### config.mk
export PLATFORM = sky130hd
export DESIGN_NAME = uart_tx_arb
export DESIGN_NICKNAME = d
export VERILOG_FILES = /design/src/rtl/uart_tx_arb.sv
export SDC_FILE = /design/constraint.sdc
export NUM_CORES = 1
export LEC_CHECK = 0
export CAP_MARGIN = 10
export CORE_MARGIN = 5
export CORE_UTILIZATION = 35
export CTS_CLUSTER_SIZE = 28
export DETAILED_ROUTE_END_ITERATION = 12
export MAX_ROUTING_LAYER = met4
export PLACE_DENSITY = 0.7
export RECOVER_POWER = 25
export SETUP_SLACK_MARGIN = 0.15
export SYNTH_ARGS = -nofsm -noshare
export SYNTH_HDL_FRONTEND = slang
export SYNTH_SLANG_ARGS = --single-unit
### constraint.sdc
create_clock -name clk -period 1.55 [get_ports clk]
set_input_delay 0.31 -clock clk [delete_from_list [all_inputs] [get_ports clk]]
set_output_delay 0.31 -clock clk [all_outputs]
set_load 0.005 [all_outputs]
### src/rtl/uart_tx_arb.sv
// Two-requester round-robin arbiter feeding a single UART transmitter.
// Define UART_TX_ARB_TIMEOUT_EN to add a frame watchdog that raises a sticky tx_err.
module uart_tx_arb #(
   parameter logic [17:0] TIMEOUT_CYC = 18'd200000
) (
   input  logic       clk,
   input  logic       rst_n,
   input  logic [1:0] req_valid,
   input  logic [7:0] req_byte0,
   input  logic [7:0] req_byte1,
   output logic [1:0] req_ready,
   output logic [7:0] tx_byte,
   output logic       tx_en,
   input  logic       tx_ready,
   output logic       busy,
   output logic       grant_id,
   output logic       tx_err
);

   typedef enum logic [1:0] {
      IDLE,
      START,
      SEND,
      DONE
   } state_t;

   state_t     state_q;
   state_t     state_d;
   logic [1:0] ready_d;
   logic [7:0] byte_d;
   logic       tx_en_d;
   logic       gid_d;
   logic       last_q;
   logic       last_d;
   logic       timeout_hit;

`ifdef UART_TX_ARB_TIMEOUT_EN
   logic [17:0] cnt_q;
   logic        err_q;

   // The watchdog fires on the cycle whose increment would reach TIMEOUT_CYC.
   assign timeout_hit = ((state_q == START) || (state_q == SEND)) &&
                        ((cnt_q + 18'd1) == TIMEOUT_CYC);
   assign tx_err      = err_q;

   always_ff @(posedge clk or negedge rst_n) begin
      if (!rst_n) begin
         cnt_q <= '0;
         err_q <= 1'b0;
      end else begin
         if ((state_q == IDLE) && (state_d == START)) begin
            cnt_q <= '0;
         end else if ((state_q == START) || (state_q == SEND)) begin
            cnt_q <= cnt_q + 18'd1;
         end
         if (timeout_hit) begin
            err_q <= 1'b1;
         end
      end
   end
`else
   logic unused_timeout;

   assign timeout_hit    = 1'b0;
   assign tx_err         = 1'b0;
   assign unused_timeout = ^TIMEOUT_CYC;
`endif

   assign busy = (state_q != IDLE);

   always_ff @(posedge clk or negedge rst_n) begin
      if (!rst_n) begin
         state_q   <= IDLE;
         req_ready <= 2'b00;
         tx_byte   <= 8'h00;
         tx_en     <= 1'b0;
         grant_id  <= 1'b0;
         last_q    <= 1'b1;
      end else begin
         state_q   <= state_d;
         req_ready <= ready_d;
         tx_byte   <= byte_d;
         tx_en     <= tx_en_d;
         grant_id  <= gid_d;
         last_q    <= last_d;
      end
   end

   // IDLE spends one cycle choosing a winner and one cycle presenting req_ready;
   // the byte is only taken if the winner is still valid during that pulse.
   always_comb begin
      state_d = state_q;
      ready_d = 2'b00;
      byte_d  = tx_byte;
      tx_en_d = 1'b0;
      gid_d   = grant_id;
      last_d  = last_q;
      case (state_q)
         IDLE: begin
            if (req_ready != 2'b00) begin
               if ((req_valid & req_ready) != 2'b00) begin
                  state_d = START;
                  tx_en_d = 1'b1;
                  gid_d   = req_ready[1];
                  last_d  = req_ready[1];
                  byte_d  = req_ready[1] ? req_byte1 : req_byte0;
               end
            end else if (req_valid == 2'b11) begin
               ready_d = last_q ? 2'b01 : 2'b10;
            end else begin
               ready_d = req_valid;
            end
         end
         START: begin
            tx_en_d = 1'b1;
            if (timeout_hit) begin
               state_d = DONE;
               tx_en_d = 1'b0;
            end else if (!tx_ready) begin
               state_d = SEND;
            end
         end
         SEND: begin
            tx_en_d = 1'b1;
            if (timeout_hit || tx_ready) begin
               state_d = DONE;
               tx_en_d = 1'b0;
            end
         end
         DONE: begin
            state_d = IDLE;
         end
         default: begin
            state_d = IDLE;
         end
      endcase
   end

endmodule

* After elaboration in Yosys (flattened, before gate mapping)
Cells that the tools add are included.
** Word-level totals
- Bits in registers :: 15
- Input bits :: 21
- Output and inout bits :: 14
** Operators by class
- Equal/unequal tests :: 8
- Muxes and demuxes :: 14
- Bitwise operators :: 1
- Reduce and logical (&&, ||, !) cells :: 6
** Operators with widths (count)
- $mux 2 :: 8
- $mux 8 :: 1
- $ne 2x2->1 const B :: 4
- $pmux 2 s4 :: 1
- $eq 2x2->1 const B :: 3
- $reduce_bool 2->1 :: 3
- $reduce_and 4->1 :: 1
- $mux 1 :: 3
- $pmux 1 s3 :: 1
- $reduce_and 3->1 :: 1
- $and 2x2->2 :: 1
- $eq 2x1->1 const B :: 1
- $logic_not 2->1 :: 1

* Logic depth before layout (Yosys ltp)
Gate-level depths: netlist (run 1).
- Depth in word-level cells :: 5
- Depth in mapped cells :: 5
- Depth with buffers taken out :: 5

* Least setup slack after synthesis (run 1)
OpenSTA, ideal clock, no wires.
- Kind :: register to register
- Start point :: register state_q[0]
- End point :: register state_q[1]
- Setup time :: 127 ps
- Arrival time :: 1493 ps
- Path slack :: -70 ps
- Stages on the path, launching flop included :: 6
- Clock period less this slack :: 1620 ps
- Cells stage by stage :: dfrtp_1 > inv_1 > ha_1 > nor2b_1 > a2111oi_2 > mux2_1
** Between the ends
- Word-level cells in the longest chain between the ends :: 3
- Elaborated cells between the ends (all ways) :: 10
- Those cells by class :: 7 x eq/ne; 1 x mux; 2 x reduce/logical
** RTL lines
- start: declaration :: RTL line 27 : state_t state_q;
- start signal: assignment :: RTL line 80 : state_q <= state_d;
- $eq 2x1->1 (tied with other cells) :: RTL line 98 : case (state_q)
- $ne 2x2->1 (no line)
- $reduce_and 4->1 (no line)
Parallel ways exist; a longest one is shown, timed or not.
A chain may end at the register's enable or synchronous reset.

* Worst setup path in the final report (run 1)
Ends and elaborated chain as after synthesis.

==> run_results.csv, run 1 <==
group,metric,value,unit
flow_run,drv_cap,0,
global_route,grt_max_degree,16,
yosys,ys_seq_elements,15,
sta,min_period,1637,ps
sta,fin_hold_ws,509.3,ps
sta,slew_viol_final,0,
final_layout,fin_area,0.001355,mm2
power,p_total,2.249,mW
worst_setup_path,r2r-end,"state_q[1]",
final_layout,most-common-layout-cells,"clkdlybuf4s50_1 (19), buf_4 (19), dfrtp_1 (14)",
floorplan,die_w,56.51,um
worst_setup_path,rrSetupSlack,-90,ps
placed_design,hpwl,1545,um
yosys,ys_seq_area_share,49.75,%
floorplan,initial_utilization,37.81,%
global_route,track_usage,13.92,%
floorplan,pin_count,35,
yosys,synth_cells,67,
placed_design,place_area,0.001216,mm2
yosys,yosysTopAreaCell,"dfrtp_1",
clocking,cts_sinks,15,
sta,max_freq,0.6109,GHz
worst_hold_path,holdCritPathClass,"flop to flop",
sta,post-route-period-util,105.6,%
final_layout,area_growth,79.01,%
drt,drc,0,
clocking,cts_buffers,3,
final_layout,final.fill_count,157,
global_route,grt-ovfl-total,0,
worst_setup_path,crit_fanout,3,
sta,tightest_slew,791.1,ps
placed_design,io_buffer_count,33,
yosys,synthTopCellsByArea,"dfrtp_1 (46%), mux2i_1 (11%), ha_1 (6.6%)",
global_route,grt_pass1_wl,3463,um
power,power_density,1660,mW/mm2
drt,initialDrtViolationCount,7,
drt,detail_route.wl_per_cell,13.91,um
status,outcome,"complete, but fails checks",
clocking,cts_tree,"done",
yosys,syn_area_per_cell,11.30,um2
worst_hold_path,whs_path_depth,2,
yosys,ys_types,23,
power,p_leak,0.6333,nW
drt,finalWirelength,2086,um
yosys,synth_nets,92,
drt,drtAntennaViolNets,0,
status,violations,"negative setup slack",
worst_setup_path,reg2reg_depth,5,
worst_hold_path,hold_path_end,"tx_byte[5]",
drt,firstDrtPassIters,4,
sta,max_slew_margin,47.26,%
sta,hold_viol,0,
worst_setup_path,r2r-start,"state_q[0]",
power,ir_drop,1.124,mV
drt,vias,720,
floorplan,die-area,0.003193,mm2
sta,worst_slack,-87.03,ps
yosys,synth_top_area_share,46.28,%
yosys,syn-cell-area,757.0,um2
worst_setup_path,worst_setup_path_start_kind,"flop",
clocking,clkTransAtPathRegs,90,ps
worst_setup_path,crit_path_end_kind,"flop",
clocking,cts.path.max_buffers,2,
drt,via_per_inst,4.800,
sta,rsz0062_at_grt,"yes",
floorplan,fp-row-count,16,
yosys,yosysWarnings,0,
sta,setup_viol_count_final,1,
final_layout,finalNetCount,149,
clocking,root_buffer,"clkbuf_4",
worst_hold_path,holdCritStartpoint,"tx_byte[5]",
floorplan,core_area,0.002002,mm2
worst_setup_path,path_class,"flop to flop",
final_layout,diodes,0,
global_route,grt_pass1_vias,778,
worst_setup_path,required,1720,ps
clocking,holdBufCountCts,0,
placed_design,place.gp.congestion,0.7212,
clocking,htree_levels,1,
sta,skew,3.759,ps
floorplan,die_h,56.51,um
worst_setup_path,arrival,1810,ps
final_layout,drive_gt1_share,32.52,%
clocking,clk_latency,280,ps
global_route,antenna_found_initial,0,
-- flip-flops by register name, indices dropped and copies added (netlist names) --
signal     cells
grant_id       1
last_q         1
req_ready      2
state_q        2
tx_byte        8
tx_en          1
-- synth_stat cells --
cell type	count
a2111oi_2	1
a21oi_1	1
a22oi_2	1
and2_0	1
and3_1	2
buf_2	1
buf_4	2
conb_1	1
dfrtp_1	14
dfstp_2	1
ha_1	4
inv_1	3
mux2_1	3
mux2i_1	8
nand2_1	1
nand2b_1	2
nor2_1	1
nor2b_1	1
nor3b_1	1
nor4_1	1
o21ai_0	8
o21ai_1	8
o21ba_1	1
-- worst max path at each step --
stage | start | end | slack, ps | cells after the start
floorplan | state_q[1] | state_q[1] | 40 | 5
global placement | req_valid[0] | state_q[1] | -230 | 4
detailed placement | req_valid[0] | state_q[1] | -280 | 4
CTS | state_q[1] | state_q[1] | -70 | 5
global route | state_q[0] | state_q[1] | -150 | 5
finish | state_q[0] | state_q[1] | -90 | 5
-- where the power goes --
part	internal (mW)	total [mW]	switching (mW)
logic	0.808	1.37	0.563
registers	0.571	0.657	0.0856
clock network	0.0958	0.220	0.124
-- critical path, stage by stage, from the launching register on --
cell and delay [ps]:
dfrtp_1 410, buf_6 130, ha_4 150, and2_4 140
a2111oi_4 370, mux2_4 340
-- repair_timing --
| action | in CTS | in global routing |
|---|---|---|
| pin swaps | 1 | 3 |
| setup endpoints to repair | 17 | 14 |
| resized for setup | 20 | 8 |
| setup buffers | 9 | 2 |
-- routing by layer --
metal	GRT usage [%]	wire, um
met1	16.32	879
met2	21.95	987
met3	4.817	183
met4	5.085	36
met5	-	0
-- layout make-up --
class | count | area [um2] | area share, %
tap | 27 | 33.78 | 2.493
clock buffer | 3 | 22.52 | 1.662
timing repair buffer | 55 | 485.5 | 35.83
sequential | 15 | 376.6 | 27.79
clock inverter | 1 | 5.005 | 0.3693
multi-input combinational | 46 | 420.4 | 31.02
inverter | 3 | 11.26 | 0.8310
-- cell families (layout without fill, tap and decap cells) --
family	after synthesis	after routing	share of synthesized area, %
AOI/OAI and AO/OA	20	20	16.20
DFF	15	15	49.75
muxes	11	11	15.04
and+or+nand+nor	10	10	7.769
buffers and inverters	6	62	4.131
adders and majority gates	4	4	6.612
other	1	1	0.4954
-- metrics by stage --
| step | util [%] | TNS, ps | cells | worst slack [ps] |
|---|---|---|---|---|
| final | 67.69 | -87.03 | 150 | -87.03 |
| after global routing | 67.69 | -202.6 | 150 | -148.0 |
| after CTS | 66.19 | -121.9 | 148 | -70.41 |
| after detailed placement | 60.75 | -1852 | 135 | -282.1 |
| after global placement | 60.75 | -1411 | 135 | -231.3 |
| after floorplan | - | 0 | 67 | 35.74 |
(Power assumes the default switching activity.)
==> run 2, diff against run 1 <==
--- a/config.mk
+++ b/config.mk
@@ -6,7 +6,6 @@
 export NUM_CORES = 1
 export LEC_CHECK = 0
 export CAP_MARGIN = 10
-export CORE_MARGIN = 5
 export CORE_UTILIZATION = 35
 export CTS_CLUSTER_SIZE = 28
 export DETAILED_ROUTE_END_ITERATION = 12
==> run 2 against run 1 <==
Effect of this change: the run still ends with negative setup slack left; die area fell by 26%; clock-buffer cell count did not move; sequential share of layout area rose by 0.71 points; clock power rose by 10%; non-clock buffer count fell by 4; via count fell by 0.42%; critical path depth did not move; worst hold slack improved by 9.0 ps; setup slack improved by 24 ps; largest cell class unchanged; largest power group unchanged.
==> run_results.csv, run 2 (synthesized netlist as in run 1, its figures left out) <==
group,metric,value,unit
final_layout,area_growth,74.55,%
worst_setup_path,worst_setup_path_start_kind,"flop",
global_route,antenna_found_initial,0,
power,ir_drop,0.8848,mV
drt,drc,0,
clocking,cts_sinks,15,
placed_design,place.gp.congestion,0.7343,
sta,setup_viol_count_final,1,
status,outcome,"complete, but fails checks",
placed_design,place_area,0.001209,mm2
sta,max_freq,0.6201,GHz
drt,initialDrtViolationCount,5,
final_layout,seq_area,376.6,um2
floorplan,core_area,0.002002,mm2
floorplan,pin_count,35,
sta,slew_viol_final,0,
sta,rsz0062_at_grt,"yes",
clocking,cts.path.max_buffers,2,
drt,detail_route.wl_per_cell,14.29,um
final_layout,largest_register_ffs,8,
clocking,clk_latency,300,ps
sta,fin_hold_ws,518.3,ps
worst_hold_path,holdCritPathClass,"flop to flop",
clocking,clkTransAtPathRegs,100,ps
clocking,cts_tree,"done",
final_layout,finalNetCount,145,
final_layout,regMostFlops,"tx_byte",
worst_setup_path,arrival,1800,ps
final_layout,final.fill_count,177,
global_route,grt_pass1_wl,3588,um
sta,min_period,1613,ps
placed_design,dp_slack,-269.8,ps
final_layout,drive_gt1_share,28.57,%
clocking,root_buffer,"clkbuf_4",
global_route,grt-ovfl-total,0,
sta,worst_slack,-62.76,ps
sta,max_slew_margin,45.94,%
sta,post-route-period-util,104.0,%
power,p_leak,0.6043,nW
sta,fin_setup_tns,-62.76,ps
worst_setup_path,rrSetupSlack,-60,ps
worst_setup_path,crit_fanout,2,
floorplan,die-area,0.002353,mm2
sta,skew,7.284,ps
floorplan,initial_utilization,37.81,%
global_route,grt_pass1_vias,754,
final_layout,multi_input_area,414.1,um2
global_route,track_usage,21.14,%
drt,drtAntennaViolNets,0,
clocking,htree_levels,1,
power,power_density,1636,mW/mm2
final_layout,diodes,0,
floorplan,die_h,48.51,um
final_layout,fin_area,0.001321,mm2
final_layout,layout_commonest_cell,"clkdlybuf4s50_1",
worst_setup_path,required,1730,ps
drt,via_per_inst,4.911,
drt,vias,717,
global_route,grt_max_degree,16,
final_layout,reg_top3,"tx_byte (8), req_ready (2), state_q (2)",
status,violations,"negative setup slack",
worst_setup_path,path_class,"flop to flop",
placed_design,place_inst,134,
floorplan,fp-row-count,16,
clocking,cts_buffers,3,
flow_run,drv_cap,0,
placed_design,hpwl,1496,um
drt,firstDrtPassIters,4,
worst_hold_path,whs_path_depth,2,
final_layout,fin_cells,146,
final_layout,most-common-layout-cells,"clkdlybuf4s50_1 (19), buf_4 (15), dfrtp_1 (14)",
placed_design,io_buffer_count,33,
worst_setup_path,reg2reg_depth,5,
drt,finalWirelength,2087,um
sta,tightest_slew,810.8,ps
floorplan,die_w,48.51,um
worst_setup_path,crit_path_end_kind,"flop",
sta,hold_viol,0,
## run 2: cell count changes in the layout (fill, tap and decap cells not counted), sizes merged
cell | before | now
buf | 22 | 18
clkinv | 1 | 0
clkinvlp | 0 | 1
## run 2: path summary, 6_finish.rpt
path                             from         end
hold / removal             tx_byte[2]  tx_byte[2]
setup / recovery           state_q[1]  state_q[1]
hold reg to reg            tx_byte[2]  tx_byte[2]
setup reg to reg           state_q[1]  state_q[1]
min in group asynchronous       rst_n  tx_byte[0]
max in group asynchronous       rst_n       tx_en
## run 2: repair_timing
action	in CTS	in global routing
setup buffers	8	0
setup endpoints to repair	25	14
hold buffers	0	0
gates resized for setup	26	0
pin swaps	2	0
## run 2: worst max-delay path, stage by stage, from the launching register on
cell and delay (ps):
dfrtp_1 410, buf_6 130, ha_4 150, nor2b_4 130
a2111oi_4 350, mux2_1 350
## run 2: area by class of cell
| type | instances | share of cell area [%] |
|---|---|---|
| repair buffers | 51 | 34.47 |
| multi-input cells | 46 | 31.34 |
| flip-flops and latches | 15 | 28.50 |
| well taps | 27 | 2.557 |
| clock buffers | 3 | 1.705 |
| inverters | 3 | 0.8523 |
| clock inverters | 1 | 0.5682 |
## run 2: metal layers
layer | global-route usage, % | vias to the layer above | part of all wire [%]
li1 | - | 340 | -
met1 | 22.83 | 339 | 41
met2 | 36.62 | 32 | 51
met3 | 4.403 | 6 | 6.1
met4 | 10.78 | 0 | 2.0
met5 | - | - | 0
## run 2: per-stage QoR
step | utilization (%) | power (mW)
2_1_floorplan | - | 1.221
3_3_place_gp | 60.38 | 1.730
3_5_place_dp | 60.38 | 1.787
4_1_cts | 66.19 | 2.156
5_1_grt | 66.00 | 2.326
6_report | 66.00 | 2.162
## run 2: power by group
group	internal [mW]	switching [mW]	leakage (nW)	total, mW
Combinational	0.718	0.534	0.402	1.25
Clock	0.0983	0.145	0.0139	0.243
Sequential	0.572	0.0956	0.188	0.667
Total	1.39	0.774	0.604	2.16
==> run 3, diff against run 2 <==
--- a/config.mk
+++ b/config.mk
@@ -6,11 +6,10 @@
 export NUM_CORES = 1
 export LEC_CHECK = 0
 export CAP_MARGIN = 10
-export CORE_UTILIZATION = 35
+export CORE_UTILIZATION = 43
 export CTS_CLUSTER_SIZE = 28
 export DETAILED_ROUTE_END_ITERATION = 12
-export MAX_ROUTING_LAYER = met4
-export PLACE_DENSITY = 0.7
+export PLACE_DENSITY = 0.81
 export RECOVER_POWER = 25
 export SETUP_SLACK_MARGIN = 0.15
 export SYNTH_ARGS = -nofsm -noshare
==> constraint.sdc (replaced) <==
create_clock -name clk -period 1.88 [get_ports clk]
set_input_delay 0.376 -clock clk [delete_from_list [all_inputs] [get_ports clk]]
set_output_delay 0.376 -clock clk [all_outputs]
set_load 0.005 [all_outputs]
==> run 3 against run 2 <==
Effect of this change: the run ends with design-rule violations left; combinational power shrank 23%; die area shrank 18%; clock skew shrank 3.4 ps; cell area shrank 8.0%; cell count shrank 14%; flip-flop and latch count is the same; fmax shrank 4.1%; first-iteration DRC count grew to 3.0 times the previous value; critical path type unchanged; critical endpoint unchanged; largest cell class is now multi-input combinational cells; highest routed layer unchanged.
==> run_results.csv, run 3 (synthesized netlist as in run 1, its figures left out) <==
group,metric,value,unit
worst_setup_path,crit_start,"state_q[0]",
placed_design,io_buffer_count,33,
sta,worst_slack,198.1,ps
floorplan,die_h,43.96,um
final_layout,most-common-layout-cells,"clkdlybuf4s50_1 (31), dfrtp_1 (14), mux2i_1 (8), o21ai_0 (8), o21ai_1 (8)",
floorplan,core_area,0.001577,mm2
floorplan,pin_count,35,
worst_hold_path,holdCritPathClass,"flop to flop",
clocking,cts_tree,"done",
final_layout,diodes,0,
drt,firstDrtPassIters,12,
status,outcome,"complete, but fails checks",
drt,vias,673,
sta,setup_viol_count_final,0,
final_layout,finalNetCount,135,
drt,finalWirelength,1892,um
clocking,cts_sinks,15,
final_layout,fin_cells,125,
worst_setup_path,worst_setup_path_start_kind,"flop",
placed_design,hpwl,1466,um
final_layout,largest_register_ffs,8,
worst_setup_path,arrival,1850,ps
floorplan,die-area,0.001932,mm2
drt,detail_route.wl_per_cell,15.14,um
final_layout,fin_util,77.06,%
flow_run,drv_cap,0,
drt,initialDrtViolationCount,15,
final_layout,fin_area,0.001215,mm2
worst_setup_path,crit_path_end_kind,"flop",
final_layout,layout_commonest_cell,"clkdlybuf4s50_1",
worst_setup_path,r2r-start,"state_q[0]",
clocking,root_buffer,"clkbuf_4",
worst_setup_path,required,2050,ps
sta,hold_viol,0,
sta,max_slew_margin,46.76,%
placed_design,dp_slack,-71.14,ps
final_layout,drive_gt1_share,18.35,%
worst_setup_path,crit_fanout,3,
global_route,grt_pass1_wl,3139,um
clocking,htree_levels,1,
floorplan,die_w,43.96,um
drt,via_per_inst,5.384,
placed_design,place_area,0.001132,mm2
sta,rsz0062_at_grt,"yes",
final_layout,reg_top3,"tx_byte (8), req_ready (2), state_q (2)",
power,ir_drop,0.9782,mV
global_route,grt_max_degree,16,
sta,slew_viol_final,0,
clocking,cts.path.max_buffers,2,
power,power_density,1402,mW/mm2
sta,skew,3.834,ps
drt,drtAntennaViolNets,0,
floorplan,fp-row-count,14,
placed_design,place_inst,119,
global_route,grt_pass1_vias,694,
power,p_leak,0.5183,nW
clocking,cts_buffers,3,
status,violations,"design-rule violations",
sta,tightest_slew,798.5,ps
sta,max_freq,0.5946,GHz
final_layout,regMostFlops,"tx_byte",
floorplan,initial_utilization,48.02,%
final_layout,area_growth,60.50,%
sta,fin_hold_ws,501.6,ps
sta,post-route-period-util,89.46,%
placed_design,place.gp.congestion,0.6876,
sta,min_period,1682,ps
worst_setup_path,path_class,"flop to flop",
drt,drc,2,
global_route,antenna_found_initial,0,
global_route,track_usage,22.74,%
sta,fin_setup_tns,0,ps
global_route,grt-ovfl-total,0,
worst_hold_path,holdCritStartpoint,"grant_id",
power,p_total,1.703,mW
clocking,clk_latency,280,ps
clocking,clkTransAtPathRegs,90,ps
## run 3: changes by cell type in the layout (fill, tap and decap cells not counted), sizes merged
cell | before | now
clkinvlp | 1 | 0
clkdlybuf4s50 | 19 | 31
dlygate4sd2 | 12 | 1
clkbuf | 4 | 5
buf | 18 | 7
## run 3: layout make-up
cell class	count	area, um2
clock buffer	4	26.28
tap	16	20.02
sequential	15	376.6
fill	101	361.6
inverter	3	11.26
multi-input combinational	46	395.4
timing repair buffer	41	385.4
## run 3: final timing paths
| check | slack, ps | cells after the start | end |
|---|---|---|---|
| worst max-delay path | 200 | 5 | state_q[1] |
| worst min-delay path | 500 | 1 | grant_id |
| worst max register to register | 200 | 5 | state_q[1] |
| worst min register to register | 500 | 1 | grant_id |
| max in group asynchronous | 700 | 2 | req_ready[1] |
| min in group asynchronous | 690 | 2 | tx_byte[0] |
## run 3: worst max-delay path: stages (launching register included)
cell	delay, ps
dfrtp_1	400
buf_4	150
ha_1	210
and2_4	160
a2111oi_4	330
mux2_4	330
## run 3: timing repair
action	in CTS	in global routing
gates resized for setup	7	5
gates cloned	0	0
endpoints found under the setup margin	2	2
setup buffers	2	0
hold buffers	0	0
pin swaps	1	1
## run 3: where the power goes
| group | switching [mW] | internal, mW |
|---|---|---|
| sequential | 0.0828 | 0.472 |
| combinational | 0.392 | 0.576 |
| clock | 0.0982 | 0.0822 |
## run 3: routing by layer
layer | up-vias | track usage [%] | part of all wire, %
met2 | 32 | 40.60 | 52
met4 | 0 | 9.091 | 0.53
li1 | 322 | - | -
met5 | - | 0 | 0
met1 | 317 | 26.54 | 40
met3 | 2 | 4.583 | 7.6
